==> config.mk <==
export PLATFORM = sky130hd
export DESIGN_NAME = coprocessor_dispatcher
export DESIGN_NICKNAME = d
export VERILOG_FILES = /design/src/rtl/coprocessor_dispatcher_pkg.sv /design/src/rtl/coprocessor_dispatcher.sv
export SDC_FILE = /design/constraint.sdc
export NUM_CORES = 1
export LEC_CHECK = 0
export BUFFER_PORTS_ARGS = -buffer_cell sky130_fd_sc_hd__buf_2
export CAP_MARGIN = 0
export CORE_AREA = 2 2 162 85
export DETAILED_ROUTE_END_ITERATION = 12
export DIE_AREA = 0 0 164 87
export PLACE_DENSITY = 0.71
export SLEW_MARGIN = 15
export SYNTH_ARGS = -nofsm -noshare
export SYNTH_HDL_FRONTEND = slang
export SYNTH_SLANG_ARGS = --single-unit
==> constraint.sdc <==
create_clock -name in_clk -period 4.3 [get_ports in_clk]
set_clock_uncertainty 0.1 [all_clocks]
set_input_delay 1.29 -clock in_clk [delete_from_list [all_inputs] [get_ports in_clk]]
set_output_delay 1.29 -clock in_clk [all_outputs]
set_load 0.02 [all_outputs]
==> src/rtl/coprocessor_dispatcher_pkg.sv <==
// Shared definitions for the coprocessor dispatcher: FSM states, descriptor
// field positions and the cell slots used inside descriptor and job lines.
package coprocessor_dispatcher_pkg;

    typedef enum logic [3:0] {
        IDLE,
        RD_CFG,
        WAIT_CFG,
        RD_JOB,
        WAIT_JOB,
        ISSUE,
        RUN,
        COMPLETE,
        FIN
    } dispatch_state_t;

    // Config word layout: mu sits in [23:16], gamma in [15:8], lambda in [7:0].
    localparam int MU_HI = 23;
    localparam int MU_LO = 16;

    typedef struct packed {
        logic [7:0] reserved;
        logic [7:0] mu;
        logic [7:0] gamma;
        logic [7:0] lambda;
    } config_fields_t;

    localparam int CFG_CELL   = 0;
    localparam int COUNT_CELL = 1;
    localparam int ROW_CELL   = 0;
    localparam int COL_CELL   = 1;

endpackage

==> src/rtl/coprocessor_dispatcher.sv <==
// Host-side dispatcher: reads a job descriptor block, then hands each row/col
// pair to the coprocessor and lends it the memory port until the job finishes.
module coprocessor_dispatcher
    import coprocessor_dispatcher_pkg::*;
#(
    parameter int size             = 3,
    parameter int cell_width       = 32,
    parameter int index_width      = 8,
    parameter int width            = cell_width * size,
    parameter int memory_size      = 256,
    parameter int memory_size_log  = 8,
    parameter int job_base_address = 0
) (
    input  logic                       in_clk,
    input  logic                       in_reset,
    input  logic                       in_start,
    input  logic [width-1:0]           in_mem_data,
    input  logic                       in_index_ack,
    input  logic                       in_result_ready,
    output logic                       out_mem_read_en,
    output logic [memory_size_log-1:0] out_mem_address,
    output logic                       out_grant,
    output logic [index_width-1:0]     out_row_index,
    output logic [index_width-1:0]     out_col_index,
    output logic                       out_index_ready,
    output logic [index_width-1:0]     out_mu,
    output logic [cell_width-1:0]      out_Config,
    output logic                       out_busy,
    output logic                       out_done,
    output logic [index_width-1:0]     out_jobs_done
);

    localparam int ADDR_CALC_W = memory_size_log + index_width + 8;

    dispatch_state_t             state_reg;
    logic [index_width-1:0]      k_reg;
    logic [index_width-1:0]      count_reg;
    logic [index_width-1:0]      k_next;

    logic [cell_width-1:0]       desc_config;
    logic [index_width-1:0]      desc_count;
    logic [index_width-1:0]      job_row;
    logic [index_width-1:0]      job_col;
    logic                        unused_mem_bits;

    assign desc_config     = in_mem_data[CFG_CELL*cell_width +: cell_width];
    assign desc_count      = in_mem_data[COUNT_CELL*cell_width +: index_width];
    assign job_row         = in_mem_data[ROW_CELL*cell_width +: index_width];
    assign job_col         = in_mem_data[COL_CELL*cell_width +: index_width];
    assign unused_mem_bits = ^in_mem_data;
    assign k_next          = k_reg + index_width'(1);

    // Job k occupies the line after the descriptor and k earlier job lines;
    // the address wraps around the memory.
    function automatic logic [memory_size_log-1:0] job_line(input logic [index_width-1:0] idx);
        logic [ADDR_CALC_W-1:0] full;
        full = ADDR_CALC_W'(job_base_address)
             + ADDR_CALC_W'(size) * (ADDR_CALC_W'(idx) + ADDR_CALC_W'(1));
        return memory_size_log'(full % ADDR_CALC_W'(memory_size));
    endfunction

    always_ff @(posedge in_clk) begin
        if (!in_reset) begin
            state_reg       <= IDLE;
            k_reg           <= '0;
            count_reg       <= '0;
            out_mem_read_en <= 1'b0;
            out_mem_address <= '0;
            out_grant       <= 1'b0;
            out_row_index   <= '0;
            out_col_index   <= '0;
            out_index_ready <= 1'b0;
            out_mu          <= '0;
            out_Config      <= '0;
            out_busy        <= 1'b0;
            out_done        <= 1'b0;
            out_jobs_done   <= '0;
        end else begin
            case (state_reg)
                IDLE: begin
                    if (in_start) begin
                        state_reg       <= RD_CFG;
                        out_busy        <= 1'b1;
                        out_jobs_done   <= '0;
                        k_reg           <= '0;
                        out_mem_read_en <= 1'b1;
                        out_mem_address <= memory_size_log'(job_base_address);
                    end
                end
                RD_CFG: begin
                    state_reg       <= WAIT_CFG;
                    out_mem_read_en <= 1'b0;
                    out_mem_address <= '0;
                end
                WAIT_CFG: begin
                    out_Config <= desc_config;
                    out_mu     <= desc_config[MU_HI:MU_LO];
                    count_reg  <= desc_count;
                    if (desc_count == '0) begin
                        state_reg <= FIN;
                        out_done  <= 1'b1;
                        out_busy  <= 1'b0;
                    end else begin
                        state_reg       <= RD_JOB;
                        out_mem_read_en <= 1'b1;
                        out_mem_address <= job_line(k_reg);
                    end
                end
                RD_JOB: begin
                    state_reg       <= WAIT_JOB;
                    out_mem_read_en <= 1'b0;
                    out_mem_address <= '0;
                end
                WAIT_JOB: begin
                    state_reg       <= ISSUE;
                    out_row_index   <= job_row;
                    out_col_index   <= job_col;
                    out_grant       <= 1'b1;
                    out_index_ready <= 1'b1;
                end
                ISSUE: begin
                    // A processor that finishes in the accepting cycle skips RUN.
                    if (in_index_ack) begin
                        out_index_ready <= 1'b0;
                        if (in_result_ready) begin
                            state_reg <= COMPLETE;
                            out_grant <= 1'b0;
                        end else begin
                            state_reg <= RUN;
                        end
                    end
                end
                RUN: begin
                    if (in_result_ready) begin
                        state_reg <= COMPLETE;
                        out_grant <= 1'b0;
                    end
                end
                COMPLETE: begin
                    out_jobs_done <= out_jobs_done + index_width'(1);
                    k_reg         <= k_next;
                    if (k_next == count_reg) begin
                        state_reg <= FIN;
                        out_done  <= 1'b1;
                        out_busy  <= 1'b0;
                    end else begin
                        state_reg       <= RD_JOB;
                        out_mem_read_en <= 1'b1;
                        out_mem_address <= job_line(k_next);
                    end
                end
                FIN: begin
                    state_reg <= IDLE;
                    out_done  <= 1'b0;
                end
                default: state_reg <= IDLE;
            endcase
        end
    end

endmodule

; After elaboration in Yosys (flattened, before gate mapping)
; Cells that the tools add are included.
[totals]
mem_bits_rw = 0
output_inout_bits = 77
input_bits = 101
memories = 0
latch_bits = 0
ff_bits = 97
word_cells = 80
mem_bits_ro = 0
[classes]
eq_ne = 16
div = 0
n_reduce_logical = 16
shifts = 0
n_mul = 2
addsub = 4
bitwise_logic = 0
mux = 28
n_lt_le_gt_ge = 0
[op_table]
columns = op, count
row1 = 4-bit case mux with 8 select lines, 1
row2 = 8-bit case mux with 2 select lines, 2
row3 = 8-bit case mux with 4 select lines, 1
row4 = 8-bit 2-to-1 mux, 3
row5 = 4-bit 2-to-1 mux, 5
row6 = "8-bit by 1-bit adder with 9-bit output, second input constant", 2
row7 = "2-bit by 9-bit multiplier with 8-bit output, first input constant", 2
row8 = "8-bit by 1-bit adder with 8-bit output, second input constant", 2
row9 = "4-bit by 3-bit == test with 1-bit output, second input constant", 4
row10 = "2-bit inequality test, second input constant", 7
row11 = 1-bit 2-to-1 mux, 11
row12 = 1-bit case mux with 3 select lines, 3
row13 = 3-bit nonzero test, 3
row14 = "4-bit by 2-bit == test with 1-bit output, second input constant", 2
row15 = 8-bit == test, 1
row16 = 8-bit logical NOT, 1
row17 = 4-bit AND reduction, 2
row18 = 2-bit AND reduction, 3
row19 = 3-bit AND reduction, 2
row20 = "4-bit by 1-bit == test with 1-bit output, second input constant", 1
row21 = "4-bit == test, second input constant", 1
row22 = 4-bit logical NOT, 1
row23 = 1-bit case mux with 4 select lines, 1
row24 = 2-bit nonzero test, 2
row25 = other kinds (3), 3

; Longest topological paths before layout
; Gate-level depths: netlist of run 1.
[logic_depth]
depth_word = 5
depth_mapped = 16

; Least setup slack after synthesis of run 1
; OpenSTA, ideal clock, no wires.
[synth_timing]
path_kind = register to register
from = register k_reg[0]
to = register out_mem_address[7]
path_slack_ps = 943
synth_period_minus_slack_ps = 3357
arrival_time_ps = 3135
path_stages_with_launch = 17
cell_sequence = dfxtp_1 buf_2 inv_1 ha_1 clkbuf_1 inv_1 ha_1 nor2b_1 xnor2_1 ha_1 nor2b_1 nor3_1 o21bai_1 a21oi_1 xnor3_1 a22oi_1 a21oi_1
[synth_between]
elab_chain_cells = 5
[synth_rtl]
columns = item, line_no
row1 = start: declaration, coprocessor_dispatcher.sv:36  ; logic [index_width-1:0] k_reg;
row2 = start signal: assignment, coprocessor_dispatcher.sv:141  ; k_reg <= k_next;
row3 = 8-bit by 1-bit adder with 8-bit output, coprocessor_dispatcher.sv:51  ; assign k_next = k_reg + index_width'(1);
row4 = 8-bit by 1-bit adder with 9-bit output, coprocessor_dispatcher.sv:58  ; + ADDR_CALC_W'(size) * (ADDR_CALC_W'(idx) + ADDR_CALC_W'(1));
row5 = 2-bit by 9-bit multiplier with 8-bit output, coprocessor_dispatcher.sv:58
row6 = 8-bit 2-to-1 mux, coprocessor_dispatcher.sv:142  ; if (k_next == count_reg) begin
row7 = 8-bit case mux with 4 select lines, coprocessor_dispatcher.sv:79  ; case (state_reg)
row8 = end signal: assignment, coprocessor_dispatcher.sv:87  ; out_mem_address <= memory_size_log'(job_base_address);
row9 = end signal: assignment, coprocessor_dispatcher.sv:106  ; out_mem_address <= job_line(k_reg);
row10 = end signal: assignment, coprocessor_dispatcher.sv:149  ; out_mem_address <= job_line(k_next);
row11 = end: declaration, coprocessor_dispatcher.sv:21  ; output logic [memory_size_log-1:0] out_mem_address,
; Several ways; a longest one is shown, not always the timed one. The select of a mux whose other input is x is not followed.
; A chain may end at the register's enable or synchronous reset.

; Final worst setup path of run 1
; Same ends and word-level chain as after synthesis.

==> results of run 1 <==
## synth_stat cells (2+ instances only)
library cell,instances
a21oi_1,69
nor4_1,2
and3_1,3
buf_4,10
a21o_1,5
o311ai_0,2
o21a_1,2
nand3_1,10
nand2b_1,3
mux2i_1,2
nand2_1,132
o21ai_1,2
dfxtp_1,89
inv_1,14
nor2_1,39
o21ai_0,19
nand4_1,3
o221ai_1,5
a22oi_1,3
xnor2_1,21
o211a_1,4
a211oi_1,5
o31ai_1,3
ha_1,14
a21boi_0,7
clkbuf_1,27
or3_1,2
xor2_1,11
buf_2,5
and2_1,2
nor2b_1,3
a31oi_1,3
o21bai_1,2
nor3_1,7
xor3_1,2
## cell type report
class | count | area, µm²
clock buffers | 9 | 225.2
clock inverters | 7 | 126.4
fillers | 1345 | 7553
inverters | 16 | 60.06
multi-input cells | 407 | 2385
flip-flops and latches | 89 | 1782
well taps | 176 | 220.2
repair buffers | 130 | 673.1
## worst max path at each step
stage / from / slack [ns] / to
after floorplan: k_reg[0]$_SDFFE_PN0P_ / 0.94 / out_mem_address[7]$_SDFFE_PN0P_
after global placement: k_reg[0]$_SDFFE_PN0P_ / 0.59 / out_mem_address[7]$_SDFFE_PN0P_
after detailed placement: k_reg[0]$_SDFFE_PN0P_ / 0.52 / out_mem_address[7]$_SDFFE_PN0P_
after CTS: k_reg[0]$_SDFFE_PN0P_ / 0.48 / out_mem_address[7]$_SDFFE_PN0P_
after global routing: k_reg[0]$_SDFFE_PN0P_ / 0.16 / out_mem_address[7]$_SDFFE_PN0P_
final: k_reg[0]$_SDFFE_PN0P_ / 0.50 / out_mem_address[7]$_SDFFE_PN0P_
## routing by layer
metal	global-route usage	routed length, µm	up-vias
li1	-	-	2077
met1	0.2536	6137	1830
met2	0.2196	4493	148
met3	0.04617	897	10
met4	0.03509	89	0
met5	0	0	-
## power by group through the flow
stage,registers [mW],clock network [mW],logic [mW]
2_1_floorplan,0.979,0,0.205
3_3_place_gp,0.937,0,0.364
3_5_place_dp,0.938,0,0.368
4_1_cts,0.920,0.951,0.369
5_1_grt,0.927,0.982,0.406
6_report,0.920,0.927,0.367
## cell families after synthesis
group,count (synthesis),share of synthesized area
DFF,89,0.4031
AOI/OAI and AO/OA,142,0.2038
buffers and inverters,59,0.06000
muxes,2,0.004529
and+or+nand+nor,213,0.2052
xor gates and xnor gates,35,0.07925
adders and majority gates,15,0.04416
## per-stage QoR
step | hold slack (ns) | area (µm²) | std cells
6_report | 0.3518 | 5472 | 834
3_3_place_gp | 0.3404 | 5120 | 818
4_1_cts | 0.3543 | 5472 | 834
3_5_place_dp | 0.3453 | 5120 | 818
5_1_grt | 0.3704 | 5472 | 834
2_1_floorplan | 0.3368 | 4420 | 555
## critical path, cell delays in order (launching register included)
cell	delay, ns
dfxtp_1	0.43
buf_4	0.24
inv_1	0.08
ha_1	0.40
inv_1	0.09
ha_1	0.16
nor2b_1	0.31
xnor2_1	0.22
ha_1	0.33
nor2b_1	0.17
nor3_1	0.19
o21bai_1	0.11
a21oi_1	0.19
xnor3_1	0.33
a22oi_1	0.19
a21oi_1	0.10
==> flow_summary.yaml, run 1 <==
synth:
  ys_ff_latch: 89
  synth_warnings: 0
  syn_inst: 555
  synth_top_area_frac: 0.4031
  synth_nets: 671
  synth_edf_count: 0
  yosys-top-cells-area: "dfxtp_1, nand2_1, a21oi_1, xnor2_1, ha_1"
  syn_area_mm2: 0.004420
  yosysTopAreaCell: "dfxtp_1"
  syn_avg_cell_area_um2: 7.965
  yosysUniqueCellTypes: 58
  synth.yosys.seq_area_share: 0.4031
  synth_flop_cell: "dfxtp_1"
  synthArstFlopShare: 0
pwr:
  p_leak_nw: 2.395
  clock_power_share: 0.419
  vdd_drop_max_v: 0.0002384
  power_frac_comb: 0.166
  swShare: 0.2842
  p_seq_frac: 0.416
  power.total_mw: 2.214
  power_switching_uw: 629.2
  cellPowerDensity_mw_per_mm2: 404.7
  p_int_mw: 1.585
cts:
  cts_made_buffers: 9
  cts_sinks: 89
  ctsResizeCount: 0
  insertion_delay_ns: 0.34
  cts_root_buffer: "clkbuf_16"
  h-tree-depth: 3
  clock_path_buffers: 2
  clk_pin_slew_worst_paths_ns: 0.07
  postCtsSetupRepairBufs: 0
  tritoncts: "built"
  hold_buffers: 0
place:
  pre_cts_ws_ns: 0.5172
  io_buffers: 121
  place_congestion: 0.8335
  dpl.hpwl_mm: 8.303
timing:
  report.final.slew_viol_count: 0
  fmax_ghz: 0.2630
  setup_tns_ns: 0
  relSlewSlack: 0.2963
  rsz0062_at_grt: "false"
  hold_viol_final: 0
  finalSetupViolCount: 0
  fin_ws_ns: 0.4978
  period_needed_ns: 3.802
  worstMarginPinSlew_ns: 1.054
  finalCritPeriodShare: 0.8842
hold_path:
  holdCritStartpoint: "out_Config[29]$_SDFFE_PN0P_"
  min_path_cells: 2
  hold_class: "flip-flop to flip-flop"
  hold_path_end: "out_Config[29]$_SDFFE_PN0P_"
worst_setup_path:
  ff2ff_path_depth: 15
  reg2reg_from: "k_reg[0]$_SDFFE_PN0P_"
  critPathMaxFanout: 10
  reg2reg_slack_ns: 0.50
  worst_setup_path_start_kind: "flip-flop"
  worstSetupPathType: "flip-flop to flip-flop"
  timing.rr.end: "out_mem_address[7]$_SDFFE_PN0P_"
  worst_setup_path_end_kind: "flip-flop"
  cp_data_required_time_ns: 4.38
  crit_arrival_ns: 3.88
layout:
  nets: 769
  drive_gt1_frac: 0.2416
  utilization: 0.4201
  area_delta_synth_final_pct: 23.78
  layout_commonest_cell: "nand2_1"
  antenna_cells: 0
  top_register: "out_Config"
  largest_register_ffs: 25
  layout_common_cells: "nand2_1, buf_2, dfxtp_1"
run:
  cap_violations: 0
detailed_routing:
  ant_nets: 0
  wl_per_cell_um: 13.93
  route.detailed.drc: 0
  num_vias: 4065
  wl_mm: 11.62
  drt_first_iter_violations: 275
  post_drt_via_cell_ratio: 4.874
  first_pass_iters: 5
die:
  boundaryPins: 178
  die_w_um: 164
  dieArea_mm2: 0.01427
  row_count: 30
  die_h_um: 87
  start_util: 0.3394
  core_area_mm2: 0.01303
grt:
  grt_max_degree: 48
  antenna_found_initial: 0
  grt_pass1_vias: 3533
  grtUsageTotal: 0.1637
  grt.overflow.total: 0
  grt_pass1_wl_mm: 18.37
run_status:
  outcome: "finished clean"
No activity file was read; power rests on OpenSTA's default activity.
==> run 2, diff against run 1 <==
--- a/config.mk
+++ b/config.mk
@@ -10,6 +10,7 @@
 export CORE_AREA = 2 2 162 85
 export DETAILED_ROUTE_END_ITERATION = 12
 export DIE_AREA = 0 0 164 87
+export GPL_TIMING_DRIVEN = 0
 export PLACE_DENSITY = 0.71
 export SLEW_MARGIN = 15
 export SYNTH_ARGS = -nofsm -noshare
==> flow_summary.yaml, run 2 (synthesized netlist as in run 1, its figures left out) <==
die:
  start_util: 0.3394
  die_w_um: 164
  row_count: 30
  die_h_um: 87
  core_area_mm2: 0.01303
  boundaryPins: 178
  dieArea_mm2: 0.01427
detailed_routing:
  wl_per_cell_um: 14.33
  wl_mm: 12.43
  first_pass_iters: 5
  ant_nets: 0
  route.detailed.drc: 0
  post_drt_via_cell_ratio: 4.923
  drt_first_iter_violations: 423
  num_vias: 4268
layout:
  top_register: "out_Config"
  layout_commonest_cell: "nand2_1"
  instances_no_fill: 867
  drive_gt1_frac: 0.2359
  antenna_cells: 0
  largest_register_ffs: 25
  area_delta_synth_final_pct: 26.04
  nets: 802
  layout_common_cells: "nand2_1, buf_2, dfxtp_1"
place:
  dp.cells: 852
  dpl.hpwl_mm: 9.518
  place_congestion: 0.8919
  io_buffers: 121
  pre_cts_ws_ns: 0.3129
timing:
  report.final.slew_viol_count: 0
  relSlewSlack: 0.3719
  fmax_ghz: 0.2550
  hold_ws_ns: 0.3529
  finalSetupViolCount: 0
  finalCritPeriodShare: 0.9120
  worstMarginPinSlew_ns: 0.9349
  hold_viol_final: 0
  period_needed_ns: 3.922
  fin_ws_ns: 0.3782
  setup_tns_ns: 0
  rsz0062_at_grt: "false"
grt:
  grt_pass1_vias: 3668
  antenna_found_initial: 0
  grtUsageTotal: 0.1769
  grt.overflow.total: 0
  grt_max_degree: 15
  grt_pass1_wl_mm: 19.62
run:
  cap_violations: 0
cts:
  cts_sinks: 89
  insertion_delay_ns: 0.34
  tritoncts: "built"
  clock_path_buffers: 2
  cts_made_buffers: 9
  cts_root_buffer: "clkbuf_16"
  clk_pin_slew_worst_paths_ns: 0.07
  h-tree-depth: 3
  postCtsSetupRepairBufs: 0
worst_setup_path:
  critPathMaxFanout: 10
  reg2reg_slack_ns: 0.38
  worst_setup_path_start_kind: "flip-flop"
  timing.rr.end: "out_mem_address[7]$_SDFFE_PN0P_"
  reg2reg_from: "k_reg[0]$_SDFFE_PN0P_"
  worstSetupPathType: "flip-flop to flip-flop"
  cp_top_family: "adder cells"
  ff2ff_path_depth: 15
  crit_top_cell: "ha_1"
  slowest_delay_ns: 0.46
  critical_path_buf_inv_count: 3
  crit_arrival_ns: 4.05
  cp_slowest_cell: "dfxtp_1"
  cp_data_required_time_ns: 4.43
  worst_setup_path_end_kind: "flip-flop"
  path_cells: "buf_2 > inv_1 > ha_1 > inv_1 > ha_1 > nor2b_1 > xnor2_1 > ha_1 > nor2b_1 > nor3_1 > o21bai_1 > a21oi_1 > xnor3_1 > a22oi_1 > a21oi_1"
pwr:
  power.total_mw: 2.139
  cellPowerDensity_mw_per_mm2: 383.9
  p_leak_nw: 2.440
  vdd_drop_max_v: 0.0001746
hold_path:
  hold_class: "flip-flop to flip-flop"
  hold_path_end: "out_row_index[0]$_SDFFE_PN0P_"
  holdCritStartpoint: "out_row_index[0]$_SDFFE_PN0P_"
  min_path_cells: 2
run_status:
  outcome: "finished clean"
==> run 2: changes by cell type in the layout (fill, tap and decap cells not counted), moves of 2 or more <==
cell | previous run | this run
clkbuf_8 | 0 | 3
buf_2 | 121 | 126
clkbuf_1 | 0 | 27
bufinv_16 | 3 | 1
==> run 2: final cells by class <==
cell class | count | area [µm²]
clock inverters | 3 | 46.29
fillers | 1322 | 7453
well taps | 176 | 220.2
repair buffers | 121 | 605.6
multi-input cells | 407 | 2386
plain buffers | 42 | 201.4
clock buffers | 13 | 270.3
flip-flops and latches | 89 | 1782
inverters | 16 | 60.06
==> run 2: what timing repair did <==
| action | in CTS | in global routing |
|---|---|---|
| endpoints found under the setup margin | 0 | 1 |
| hold buffers | 0 | 0 |
| resized for setup | 0 | 1 |
==> run 2: worst reg2reg max path: stages (launching register included) <==
cell      delay [ns]
dfxtp_1         0.46
buf_2           0.29
inv_1           0.09
ha_1            0.41
inv_1           0.09
ha_1            0.16
nor2b_1         0.31
xnor2_1         0.21
ha_1            0.30
nor2b_1         0.17
nor3_1          0.24
o21bai_1        0.13
a21oi_1         0.20
xnor3_1         0.34
a22oi_1         0.20
a21oi_1         0.10
==> run 2: per-layer routing <==
layer  vias to the layer above  routed length (µm)  track usage
li1                       2139                   -            -
met1                      1936                6697       0.2874
met2                       177                4481       0.2143
met3                        16                1049      0.05283
met4                         0                 198      0.04466
met5                         -                   0            0
==> run 2: how the worst max path moves through the flow <==
stage	from	end	cells past startpoint	slack (ns)
after floorplan	k_reg[0]$_SDFFE_PN0P_	out_mem_address[7]$_SDFFE_PN0P_	16	0.94
after global placement	k_reg[0]$_SDFFE_PN0P_	out_mem_address[7]$_SDFFE_PN0P_	16	0.33
after detailed placement	k_reg[0]$_SDFFE_PN0P_	out_mem_address[7]$_SDFFE_PN0P_	16	0.31
after CTS	k_reg[0]$_SDFFE_PN0P_	out_mem_address[7]$_SDFFE_PN0P_	16	0.28
after global routing	k_reg[0]$_SDFFE_PN0P_	out_mem_address[7]$_SDFFE_PN0P_	15	0.05
final	k_reg[0]$_SDFFE_PN0P_	out_mem_address[7]$_SDFFE_PN0P_	15	0.38
==> run 2: through the flow <==
stage / util / area (µm²)
CTS: 0.4271 / 5563
detailed placement: 0.4028 / 5246
finish: 0.4278 / 5572
global route: 0.4278 / 5572
floorplan: - / 4420
global placement: 0.4028 / 5246
==> run 2: power breakdown <==
part           switching (mW)  internal, mW  total [mW]
Combinational           0.257         0.140       0.397
Sequential             0.0336         0.878       0.912
Clock                   0.329         0.501       0.830
